==> config.mk <==
export PLATFORM = sky130hd
export DESIGN_NAME = jpeg_irle_expand
export DESIGN_NICKNAME = d
export VERILOG_FILES = /design/src/rtl/jpeg_irle_pkg.sv /design/src/rtl/irle_outreg.sv /design/src/rtl/jpeg_irle_expand.sv
export SDC_FILE = /design/constraint.sdc
export NUM_CORES = 1
export LEC_CHECK = 0
export BUFFER_PORTS_ARGS = -buffer_cell sky130_fd_sc_hd__buf_2
export CORE_ASPECT_RATIO = 1.75
export CORE_UTILIZATION = 59
export DETAILED_ROUTE_END_ITERATION = 8
export PLACE_DENSITY_LB_ADDON = 0.3
export SYNTH_ARGS = -nofsm -noshare
export SYNTH_HDL_FRONTEND = slang
export SYNTH_SLANG_ARGS = --single-unit
==> constraint.sdc <==
create_clock -name clock -period 3.6 [get_ports clock]
set_input_delay 0.36 -clock clock [delete_from_list [all_inputs] [get_ports clock]]
set_output_delay 0.36 -clock clock [all_outputs]
set_load 0.05 [all_outputs]
==> src/rtl/jpeg_irle_pkg.sv <==
// Shared definitions for the JPEG inverse run-length expander: token layout,
// block geometry and FSM state encoding.
package jpeg_irle_pkg;
  localparam int BLOCK_LEN = 64;
  localparam int ZRL_RUN   = 15;
  localparam int LEVEL_W   = 12;
  localparam int RUN_W     = $clog2(ZRL_RUN + 1);
  localparam int RUN_LSB   = LEVEL_W;
  localparam int TOK_W     = 1 + RUN_W + LEVEL_W;
  localparam int EOB_BIT   = TOK_W - 1;
  localparam int POS_W     = $clog2(BLOCK_LEN);

  typedef enum logic [2:0] {
    READ   = 3'd0,
    ZERO   = 3'd1,
    LEVEL  = 3'd2,
    FILL   = 3'd3,
    ENDTOK = 3'd4
  } irleState_t;
endpackage

==> src/rtl/irle_outreg.sv <==
// One-entry output holding register with valid/end/back-pressure handshake.
// free is high when the slot is empty or its contents transfer this cycle.
module irle_outreg
  import jpeg_irle_pkg::*;
(
  input  logic               clock,
  input  logic               reset,
  input  logic               push,
  input  logic [LEVEL_W-1:0] pushD,
  input  logic               pushE,
  output logic               free,
  output logic [LEVEL_W-1:0] coefD,
  output logic               coefV,
  output logic               coefE,
  input  logic               coefB
);

  assign free = !coefV || !coefB;

  always_ff @(posedge clock or negedge reset) begin
    if (!reset) begin
      coefD <= '0;
      coefV <= 1'b0;
      coefE <= 1'b0;
    end else if (push) begin
      coefD <= pushD;
      coefV <= 1'b1;
      coefE <= pushE;
    end else if (coefV && !coefB) begin
      coefV <= 1'b0;
      coefE <= 1'b0;
    end
  end

endmodule

==> src/rtl/jpeg_irle_expand.sv <==
// Expands {eob, run, level} tokens into a 64-coefficient zigzag stream.
// States: READ take token | ZERO emit run zeros | LEVEL emit latched level | FILL zero-pad to 63 | ENDTOK emit end marker
module jpeg_irle_expand
  import jpeg_irle_pkg::*;
(
  input  logic               clock,
  input  logic               reset,
  input  logic [TOK_W-1:0]   tok_d,
  input  logic               tok_v,
  input  logic               tok_e,
  output logic               tok_b,
  output logic [LEVEL_W-1:0] coef_d,
  output logic               coef_v,
  output logic               coef_e,
  input  logic               coef_b,
  output logic [POS_W-1:0]   pos,
  output logic               err
);

  irleState_t         state, stateNext;
  logic [POS_W-1:0]   posNext;
  logic [RUN_W-1:0]   zrem, zremNext;
  logic [LEVEL_W-1:0] levelQ, levelNext;
  logic               errNext, endPend, endPendNext, rdy;
  logic               outFree, push, pushE, accept, overflow, lastPos;
  logic [LEVEL_W-1:0] pushD;
  logic               tokEob;
  logic [RUN_W-1:0]   tokRun;
  logic [LEVEL_W-1:0] tokLevel;
  logic [POS_W:0]     levelPos;

  assign tokEob   = tok_d[EOB_BIT];
  assign tokRun   = tok_d[RUN_LSB +: RUN_W];
  assign tokLevel = tok_d[LEVEL_W-1:0];
  assign levelPos = {1'b0, pos} + (POS_W+1)'(tokRun);
  assign overflow = levelPos >= (POS_W+1)'(BLOCK_LEN);
  assign lastPos  = pos == POS_W'(BLOCK_LEN - 1);

  // rdy holds tok_b high until the first edge after reset release
  assign tok_b  = !(rdy && state == READ && outFree);
  assign accept = tok_v && !tok_b;

  always_ff @(posedge clock or negedge reset) begin
    if (!reset) begin
      state   <= READ;
      pos     <= '0;
      zrem    <= '0;
      levelQ  <= '0;
      err     <= 1'b0;
      endPend <= 1'b0;
      rdy     <= 1'b0;
    end else begin
      state   <= stateNext;
      pos     <= posNext;
      zrem    <= zremNext;
      levelQ  <= levelNext;
      err     <= errNext;
      endPend <= endPendNext;
      rdy     <= 1'b1;
    end
  end

  always_comb begin
    stateNext   = state;
    posNext     = pos;
    zremNext    = zrem;
    levelNext   = levelQ;
    errNext     = err;
    endPendNext = endPend;
    push        = 1'b0;
    pushD       = '0;
    pushE       = 1'b0;
    case (state)
      READ: if (accept) begin
        push    = 1'b1;
        posNext = pos + 1'b1;
        if (tok_e) begin
          if (pos == '0) begin
            push      = 1'b0;
            posNext   = pos;
            stateNext = ENDTOK;
          end else begin
            // truncated block: pad it out before the end marker
            errNext     = 1'b1;
            endPendNext = 1'b1;
            stateNext   = lastPos ? ENDTOK : FILL;
          end
        end else if (tokEob) begin
          if (!lastPos) stateNext = FILL;
        end else if (tokRun == '0) begin
          pushD = tokLevel;
        end else if (overflow) begin
          errNext = 1'b1;
          if (!lastPos) stateNext = FILL;
        end else begin
          zremNext  = tokRun - 1'b1;
          levelNext = tokLevel;
          stateNext = (tokRun == RUN_W'(1)) ? LEVEL : ZERO;
        end
      end
      ZERO: if (outFree) begin
        push     = 1'b1;
        posNext  = pos + 1'b1;
        zremNext = zrem - 1'b1;
        if (zrem == RUN_W'(1)) stateNext = LEVEL;
      end
      LEVEL: if (outFree) begin
        push      = 1'b1;
        pushD     = levelQ;
        posNext   = pos + 1'b1;
        stateNext = READ;
      end
      FILL: if (outFree) begin
        push    = 1'b1;
        posNext = pos + 1'b1;
        if (lastPos) stateNext = endPend ? ENDTOK : READ;
      end
      ENDTOK: if (outFree) begin
        push        = 1'b1;
        pushE       = 1'b1;
        posNext     = '0;
        endPendNext = 1'b0;
        stateNext   = READ;
      end
      default: stateNext = READ;
    endcase
  end

  irle_outreg uOutReg (
    .clock (clock),
    .reset (reset),
    .push  (push),
    .pushD (pushD),
    .pushE (pushE),
    .free  (outFree),
    .coefD (coef_d),
    .coefV (coef_v),
    .coefE (coef_e),
    .coefB (coef_b)
  );

endmodule

# Yosys cells after proc, flatten, opt, wreduce, memory -nomap -nowiden
# Cells that the tools add are included.
# Widths: inputs -> output; s select.
# op_classes
addsub,4
order_cmp,1
eq_ne,26
muxes,53
bitwise_logic,4
reduce_logical,25
# op_table
operator,count
$mux 12,5
$mux 3,14
$mux 6,5
$ne 2x2->1 const B,14
$mux 4,6
$pmux 12 s2,1
$pmux 6 s3,1
$mux 1,16
$reduce_and 7->1,2
$pmux 3 s4,1
$reduce_and 6->1,2
$reduce_and 5->1,2
$eq 4x1->1 const B,2
$pmux 4 s2,1
$reduce_bool 2->1,4
$sub 4x1->4 const B,2
$add 6x4->7,1
$ge 7x7->1 const B,1
$add 6x1->6 const B,1
$eq 3x2->1 const B,2
$eq 6x6->1 const B,1
$logic_not 6->1,1
$ne 2x1->1 const B,3
$logic_and 1x1->1,4
other kinds (15),21
# word_totals
register_bits,42
in_bits,22
output_inout_bits,22
elab_cells,123

# Logic depth before layout (Yosys ltp)
# logic_depth
ltp_word,8
depth_mapped,9
mapped_depth_nobuf,7

# Hierarchy
# From an unflattened synthesis, not the netlist that was laid out.
# hier_totals
hier_cells,217
area_unflattened_um2,2366.0
# by_module_without_submodules
module,n_inst,cells_per_inst,area_each_um2,seq_area_each_um2
jpeg_irle_expand,1,183,1788.0,700.7
irle_outreg,1,34,578.1,350.3

# Least setup slack after synthesis
# Ideal clock, no wire load.
# synth_timing
path_type,reg-to-reg
from,reg pos[0]
to,reg levelQ[11]
setup_ps,128
t_arrival_ps,2389
t_required_ps,3472
setup_slack_ps,1083
path_stages_with_launch,8
n_path_buf,1
period_less_slack_ps,2517
cell_sequence,dfrtp_1 > ha_1 > fa_1 > a211oi_1 > o21ai_1 > nor3_2 > buf_4 > mux2_1
# synth_via
elab_chain_len,4
# synth_lines
item,line,source
from (decl),jpeg_irle_expand.sv:16,"output logic [POS_W-1:0] pos,"
from (signal assigned),jpeg_irle_expand.sv:54,pos <= posNext;
$add 6x4->7,jpeg_irle_expand.sv:35,"assign levelPos = {1'b0, pos} + (POS_W+1)'(tokRun);"
$ge 7x7->1,jpeg_irle_expand.sv:36,assign overflow = levelPos >= (POS_W+1)'(BLOCK_LEN);
$not 1->1 (no line),n/a,
$reduce_and 6->1 (no line),n/a,
to (signal assigned),jpeg_irle_expand.sv:56,levelQ <= levelNext;
to (decl),jpeg_irle_expand.sv:23,"logic [LEVEL_W-1:0] levelQ, levelNext;"
# No other way between the ends.
# A chain may end at the register's enable or synchronous reset.

# Worst setup path after layout
# layout_timing
from,reg pos[0]
to,reg zrem[0]
# layout_via
elab_chain_len,4
# layout_lines
item,line,source
$add 6x4->7,jpeg_irle_expand.sv:35,
$ge 7x7->1,jpeg_irle_expand.sv:36,
$ne 2x2->1 (no line),n/a,
$reduce_and 7->1 (no line),n/a,
to (signal assigned),jpeg_irle_expand.sv:55,zrem <= zremNext;
to (decl),jpeg_irle_expand.sv:22,"logic [RUN_W-1:0] zrem, zremNext;"
# No other way between the ends.

==> flow_summary.toml <==
[synthesis]
ys_async_sr_fraction_pct = 100
ys_seq_elements = 42
syn_avg_cell_area_um2 = 10.2
synth_ff_type = "sky130_fd_sc_hd__dfrtp_1"
synth_largest_area_cell = "sky130_fd_sc_hd__dfrtp_1"
synth_cells = 225
yosysUniqueCellTypes = 53
synth_seq_area_share_pct = 45.9
synth.cell_area_mm2 = 0.00229
synth.net_count = 258
netlist.area_leader.share_pct = 45.9
yosys-top-cells-area = "sky130_fd_sc_hd__dfrtp_1 46%, sky130_fd_sc_hd__nand2_1 6.7%, sky130_fd_sc_hd__ha_1 5.5%"
synth.yosys.warnings = 0
synth_edf_count = 0

[critical_path]
timing.critical_path.slowest_cell_delay_ns = 0.46
worst_ep_arrival_time_ns = 2.71
critical_path_buf_inv_count = 0
cpLargestDelayFamily = "compound AO/OA/AOI/OAI gates"
worstPathRequired_ns = 3.85
setup.worst_path.class = "flip-flop to flip-flop"
timing.critical_path.slowest_stage_cell = "sky130_fd_sc_hd__dfrtp_1"
setup.worst_path.end_class = "flip-flop"
critPathMaxFanout = 8
worstSetupStartpointType = "flip-flop"
crit_chain = "ha_1, fa_1, a211oi_1, o2111ai_1, a21oi_2, mux2_2, nand2_1"

[pwr]
clkPwrFrac_pct = 15.3
total_power_uw = 2170
netSwitchingFraction_pct = 48.2
power_report.internal_total_uw = 1120
comb_power_share_pct = 46.6
power.density_mw_per_mm2 = 822
p_sw_uw = 1050
irDropWorstVdd_v = 0.000595
cellLeakagePower_uw = 0.00133
seqPwrFrac_pct = 38.0

[grt]
wire_length_of_the_first_global_routing_pass_um = 8740
vias_in_the_first_global_route = 1939
globalRouteOverflowTotal = 0
grt_util_all_layers_pct = 28.0
antenna_found_initial = 0
grt_start_max_net_pins = 43

[clocking]
cts_inserted_buffers = 5
cts_hold_fix_bufs = 0
clockBufferDepth = 2
post_cts.repair.setup_buffers = 0
tritoncts = "done"
path_clk_slew_ns = 0.09
h_tree_depth_reported_by_cts = 2
cts_repair_resize_count = 0
cts_sinks = 42
library_cell_used_as_clock_root_buffer = "sky130_fd_sc_hd__clkbuf_8"
insertion_delay_ns = 0.30

[timing]
post-route-worst-setup-slack_ns = 1.14
worst_slew_pin_slew_ns = 0.984
timing.max_slew.rel_slack_pct = 34.3
total_of_endpoints_with_negative_setup_slack_in_the_final_report = 0
fin_setup_tns_ns = 0
final_clock_period_utilization_by_the_worst_path_pct = 68.4
hold_viol = 0
slew_violations = 0
fin_skew_ns = 0.00601
achievable-frequency_mhz = 406
grt_setup_unrepaired = "no"
min_period_ns = 2.46

[cells_and_area]
final_common_cell = "sky130_fd_sc_hd__buf_2"
most-common-layout-cells = "43 x sky130_fd_sc_hd__buf_2, 42 x sky130_fd_sc_hd__dfrtp_1, 41 x sky130_fd_sc_hd__nand2_1"
area_growth_from_synthesis_to_layout_pct = 15.4
fin_util_pct = 72.1
num-nets-final = 302
share_of_layout_cells_above_drive_strength_1_pct = 25.2
fillCellCount = 288
antenna_cells_inserted = 0

[floorplan]
die_w_um = 49.1
design.core.area_mm2 = 0.00366
num_rows = 29
initial_utilization_pct = 62.4
dieArea_mm2 = 0.00414
die_y_um = 84.4
io_pins = 44

[route]
vias = 1862
drtAntennaViolNets = 0
drc_errors = 0
post_drt_via_cell_ratio = 5.89
drt-total-wl_um = 5040
routed_wire_length_per_instance_um = 15.9
length_of_the_first_detailed_routing_pass_in_iterations = 4
detail_route.iter0.violations = 46

[placement]
post-place-ws_ns = 1.12
gp_congestion = 0.955
place.detailed.hpwl_um = 3680
port-buffer-count = 43

[run]
drv.max_cap_violation_count = 0

[outcome]
result_of_the_run = "finished clean"

[min_path]
min_path_type = "primary input to async pin"
synthesized netlist by cell type (2+ instances only):
cell / count
sky130_fd_sc_hd__dfrtp_1: 42
sky130_fd_sc_hd__nand2_1: 41
sky130_fd_sc_hd__a22oi_1: 12
sky130_fd_sc_hd__nor2_1: 12
sky130_fd_sc_hd__mux2_1: 11
sky130_fd_sc_hd__ha_1: 10
sky130_fd_sc_hd__inv_1: 10
sky130_fd_sc_hd__a21oi_1: 8
sky130_fd_sc_hd__nand3_1: 6
sky130_fd_sc_hd__o21ai_0: 6
sky130_fd_sc_hd__buf_2: 5
sky130_fd_sc_hd__a211oi_1: 3
sky130_fd_sc_hd__mux2_2: 3
sky130_fd_sc_hd__nand2b_1: 3
sky130_fd_sc_hd__nor3_1: 3
sky130_fd_sc_hd__nor3b_1: 3
sky130_fd_sc_hd__xnor2_1: 3
sky130_fd_sc_hd__a21boi_0: 2
sky130_fd_sc_hd__a21o_1: 2
sky130_fd_sc_hd__a31o_2: 2
sky130_fd_sc_hd__clkbuf_1: 2
sky130_fd_sc_hd__nor2b_1: 2
sky130_fd_sc_hd__nor3_2: 2
sky130_fd_sc_hd__o21ai_1: 2
sky130_fd_sc_hd__xor2_1: 2
area by class of cell:
| class | instances | area, um^2 | share of cell area (%) |
|---|---|---|---|
| Sequential cell | 42 | 1050 | 39.8 |
| Clock buffer | 6 | 82.6 | 3.13 |
| Tap cell | 46 | 57.6 | 2.18 |
| Multi-Input combinational cell | 165 | 1170 | 44.1 |
| Timing Repair Buffer | 45 | 230 | 8.72 |
| Inverter | 10 | 37.5 | 1.42 |
| Clock inverter | 2 | 16.3 | 0.616 |
registers in the layout, summed over array words and instances, names as in the netlist:
| register | flops |
|---|---|
| uOutReg.coefD | 12 |
| rdy | 1 |
| uOutReg.coefE | 1 |
| levelQ | 12 |
| state | 3 |
| zrem | 4 |
| err | 1 |
| endPend | 1 |
| pos | 6 |
| uOutReg.coefV | 1 |
kinds of logic after synthesis:
| logic type | Yosys count | share of synthesized area (%) |
|---|---|---|
| buf+inv | 18 | 3.39 |
| xor+xnor | 5 | 1.91 |
| other cells | 1 | 0.164 |
| compound gates | 52 | 17.3 |
| flops | 42 | 45.9 |
| fa+ha+maj | 11 | 6.34 |
| simple gates | 81 | 17.6 |
| mux | 15 | 7.33 |
path summary, 6_finish.rpt:
path	start	to	slack [ns]	cells past startpoint
worst max-delay path	pos[0]$_DFFE_PN0P_	zrem[0]$_DFFE_PN0P_	1.14	7
worst min-delay path	reset	pos[0]$_DFFE_PN0P_	0.18	1
worst max register to register	pos[0]$_DFFE_PN0P_	zrem[0]$_DFFE_PN0P_	1.14	7
worst min register to register	levelQ[4]$_DFFE_PN0P_	uOutReg.coefD[4]$_DFFE_PN0P_	0.48	2
max in group asynchronous	reset	zrem[3]$_DFFE_PN0P_	2.84	1
min in group clock	tok_d[3]	levelQ[3]$_DFFE_PN0P_	0.29	2
per-stage QoR:
stage	instances	hold slack (ns)	area (um^2)
after floorplan	225	0.0644	2290
after global placement	308	0.452	2540
after detailed placement	308	0.458	2540
after CTS	316	0.219	2640
after global routing	316	0.261	2640
final	316	0.182	2640
power by group through the flow:
stage	combinational, uW	clock (uW)	sequential (uW)
finish	1010	333	826
global route	1110	357	851
global placement	986	0	823
CTS	1020	340	824
floorplan	543	0	1040
detailed placement	1010	0	829
layer usage:
metal / up-vias / wire length [um] / track usage [%]
met5: - / 0 / 0
met3: 12 / 193 / 5.43
li1: 890 / - / -
met4: 0 / 142 / 15.2
met1: 904 / 1950 / 31.2
met2: 56 / 2750 / 48.8
Note: power is estimated with default switching activity, not from simulation.
